==> src/rtl/pal_pkg.sv <==
// Shared constants for the sequential palindrome checker: FSM encoding and index-width helper.
package pal_pkg;

  localparam logic [1:0] IDLE  = 2'd0;
  localparam logic [1:0] SCAN  = 2'd1;
  localparam logic [1:0] CHECK = 2'd2;
  localparam logic [1:0] RESP  = 2'd3;

  // Width of a register that holds a bit index into a width-bit word.
  function automatic int pal_idx_w(input int width);
    return (width < 2) ? 1 : $clog2(width);
  endfunction

endpackage

==> src/rtl/pal_msb_scan.sv <==
// One leading-zero step: reports whether data[hi] is the MSB, whether hi bottomed out, and hi-1.
module pal_msb_scan
  import pal_pkg::*;
#(
  parameter int WIDTH = 8,
  parameter int IDX_W = pal_idx_w(WIDTH)
) (
  input  logic [WIDTH-1:0] data,
  input  logic [IDX_W-1:0] hi,
  output logic [IDX_W-1:0] hi_next,
  output logic             found,
  output logic             at_zero
);
  assign found   = data[hi];
  assign at_zero = (hi == '0);
  assign hi_next = hi - 1'b1;
endmodule

==> config.mk <==
export PLATFORM = sky130hd
export DESIGN_NAME = pal_msb_scan
export DESIGN_NICKNAME = d
export VERILOG_FILES = /design/src/rtl/pal_pkg.sv /design/src/rtl/pal_msb_scan.sv
export SDC_FILE = /design/constraint.sdc
export NUM_CORES = 1
export LEC_CHECK = 0
export ABC_AREA = 1
export CAP_MARGIN = 20
export CORE_AREA = 8 8 45 47
export DETAILED_ROUTE_END_ITERATION = 12
export DIE_AREA = 0 0 53 55
export SLEW_MARGIN = 20
export SYNTH_ARGS = -nofsm -noshare
export SYNTH_HDL_FRONTEND = slang
export SYNTH_SLANG_ARGS = --single-unit
==> constraint.sdc <==
create_clock -name vclk -period 0.8
set_clock_uncertainty 0.1 [all_clocks]
set_input_delay 0.2 -clock vclk [all_inputs]
set_output_delay 0.2 -clock vclk [all_outputs]
set_load 0.02 [all_outputs]
==> flow_summary_export.csv <==
group,metric,value,unit
place,gp_congestion,0.765,
setup_path,worstPathCellList,"buf_12 > inv_8 > ha_4 > xor2_4 > buf_6",
sta,post-route-period-util,1.38,
logic_synthesis,synth.distinct_cells,8,
setup_path,critPathArrivalTime,810,ps
global_routing,grt_pass1_wl,869,um
setup_path,cp_max_fo,7,
floorplan,core_area,0.00138,sq mm
floorplan,dieArea,0.00292,sq mm
power_and_ir_drop,power.switching,119,uW
logic_synthesis,synth_area,158,sq um
sta,fin_ws,-305,ps
logic_synthesis,ys_seq_area_frac,0,
setup_path,slowest_stage,"ha_4",
power_and_ir_drop,switching_share,0.488,
floorplan,num_rows,14,
status,failed_checks,"setup timing",
cells_and_area,final_nets,67,
cells_and_area,multi_input_area,188,sq um
cells_and_area,seq_cell_count,0,
setup_path,start_kind,"input pin",
setup_path,slowest_delay,170,ps
floorplan,num_io_pins,16,
logic_synthesis,synthCells,34,
sta,finalCriticalPeriod,1110,ps
setup_path,critical_path_class,"input pin to output port",
logic_synthesis,synth_nets,47,
logic_synthesis,synth_top_area_share,0.286,
drt,wire_per_inst,8.38,um
drt,drt_iter0_drc,0,
sta,slew_violations,0,
floorplan,fp.dieH,55,um
cells_and_area,drive_above_1_share,0.692,
status,status,"finished, violations left",
sta,holdWs,555,ps
floorplan,start_util,0.114,
global_routing,grt_use_total,0.0365,
power_and_ir_drop,power_density,567,mW/mm^2
power_and_ir_drop,leakage,0.000242,uW
logic_synthesis,ys_warn_count,0,
sta,slew_headroom,0.871,
logic_synthesis,syn_avg_cell_area,4.64,sq um
sta,rsz0062_at_grt,"yes",
drt,firstDrtPassIters,1,
power_and_ir_drop,ir_drop,0.000115,V
power_and_ir_drop,clkPwrFrac,0,
sta,finalSetupViolCount,4,
clocking,postCtsSetupRepairBufs,0,
sta,max_freq,905,MHz
cells_and_area,n_fill_cell,156,
global_routing,grt_max_degree,8,
drt,drt_drc_violations_left,0,
setup_path,worstPathRequired,500,ps
drt,routed_wl,570,um
global_routing,grt-ovfl-total,0,
place,dp_cells,68,
sta,hold_viol,0,
logic_synthesis,yosysTopAreaCell,"inv_1",
floorplan,die_x,53,um
worst_hold_path,min_path_type,"input pin to output port",
cells_and_area,final_cells,68,
global_routing,grt_pass1_vias,231,
drt,antenna_left,0,
cells_and_area,antennaDiodeCount,0,
drt,vias,239,
power_and_ir_drop,power,243,uW
cells_and_area,clkbuf_count,0,
cells_and_area,register_area,0,sq um
power_and_ir_drop,pwr-share-seq,0,
power_and_ir_drop,intPower,125,uW
global_routing,antenna_found_initial,0,
power_and_ir_drop,power_frac_comb,1.000,
sta,tightestPinTransition,194,ps
place,hpwl,512,um
clocking,hold_buffers,0,
run,maxCapViolCount,0,
logic_synthesis,yosys-top-cells-area,"inv_1 (29%), nand2_1 (29%), ha_1 (16%)",
logic_synthesis,synthTopCellsByCount,"inv_1 (12), nand2_1 (12), nand3_1 (4), ha_1 (2)",
cells_and_area,area_growth,172,%
worst_hold_path,min_path_cells,3,
place,port_buffers,16,
setup_path,critPathCaptureType,"output port",
drt,routed_via_density,3.51,
what timing repair did:
item / 4_1_cts / 5_1_grt
pin swaps: 15 / 5
resized for setup: 75 / 11
setup endpoints to repair: 5 / 5
cell usage in the layout, fill, tap and decap left out, drive strengths merged:
cell type       n
buf            15
inv            13
nand2          13
nand3           4
ha              2
clkdlybuf4s15   2
nor2            1
xor2            1
clkbuf          1
layer usage:
metal	GRT usage	part of all wire	up-vias	wire [um]
met2	0.0859	0.58	6	330
met4	0	0	0	0
met3	0.00535	0.088	0	50
met5	0	0	-	0
met1	0.0317	0.33	102	189
li1	-	-	131	-
layout make-up:
class                           instances  share of cell area
Multi-Input combinational cell         21               0.437
Tap cell                               16              0.0466
Timing Repair Buffer                   18               0.379
Inverter                               13               0.137
through the flow:
step                       util  setup TNS [ps]  setup WS (ps)  area, sq um
after floorplan               -            -606           -181          204
after global placement    0.288           -6110          -1320          399
after detailed placement  0.288           -6160          -1330          399
after CTS                 0.291           -1240           -310          403
after global routing      0.310           -1240           -327          429
final                     0.310           -1160           -305          429
final timing paths:
kind | from | end | slack (ps)
setup / recovery | hi[0] | hi_next[2] | -310
hold / removal | hi[0] | hi_next[0] | 550
critical path: cells and delay by family:
| family | cells | cell delay, ps |
|---|---|---|
| buffers and inverters | 3 | 260 |
| adders and majority gates | 1 | 170 |
| xor gates and xnor gates | 1 | 170 |
cells by family (layout without fill, tap and decap cells):
group                      after synthesis  count (layout)  synth area share
and+or+nand+nor                         18              18             0.476
buffers and inverters                   13              31             0.309
adders and majority gates                2               2             0.159
xor gates and xnor gates                 1               1            0.0556
power by group through the flow:
stage / logic (uW) / clock network [uW] / registers, uW
floorplan: 102 / 0 / 0
detailed placement: 223 / 0 / 0
global route: 261 / 0 / 0
finish: 243 / 0 / 0
CTS: 229 / 0 / 0
global placement: 222 / 0 / 0
No activity file was read; power rests on OpenSTA's default activity.
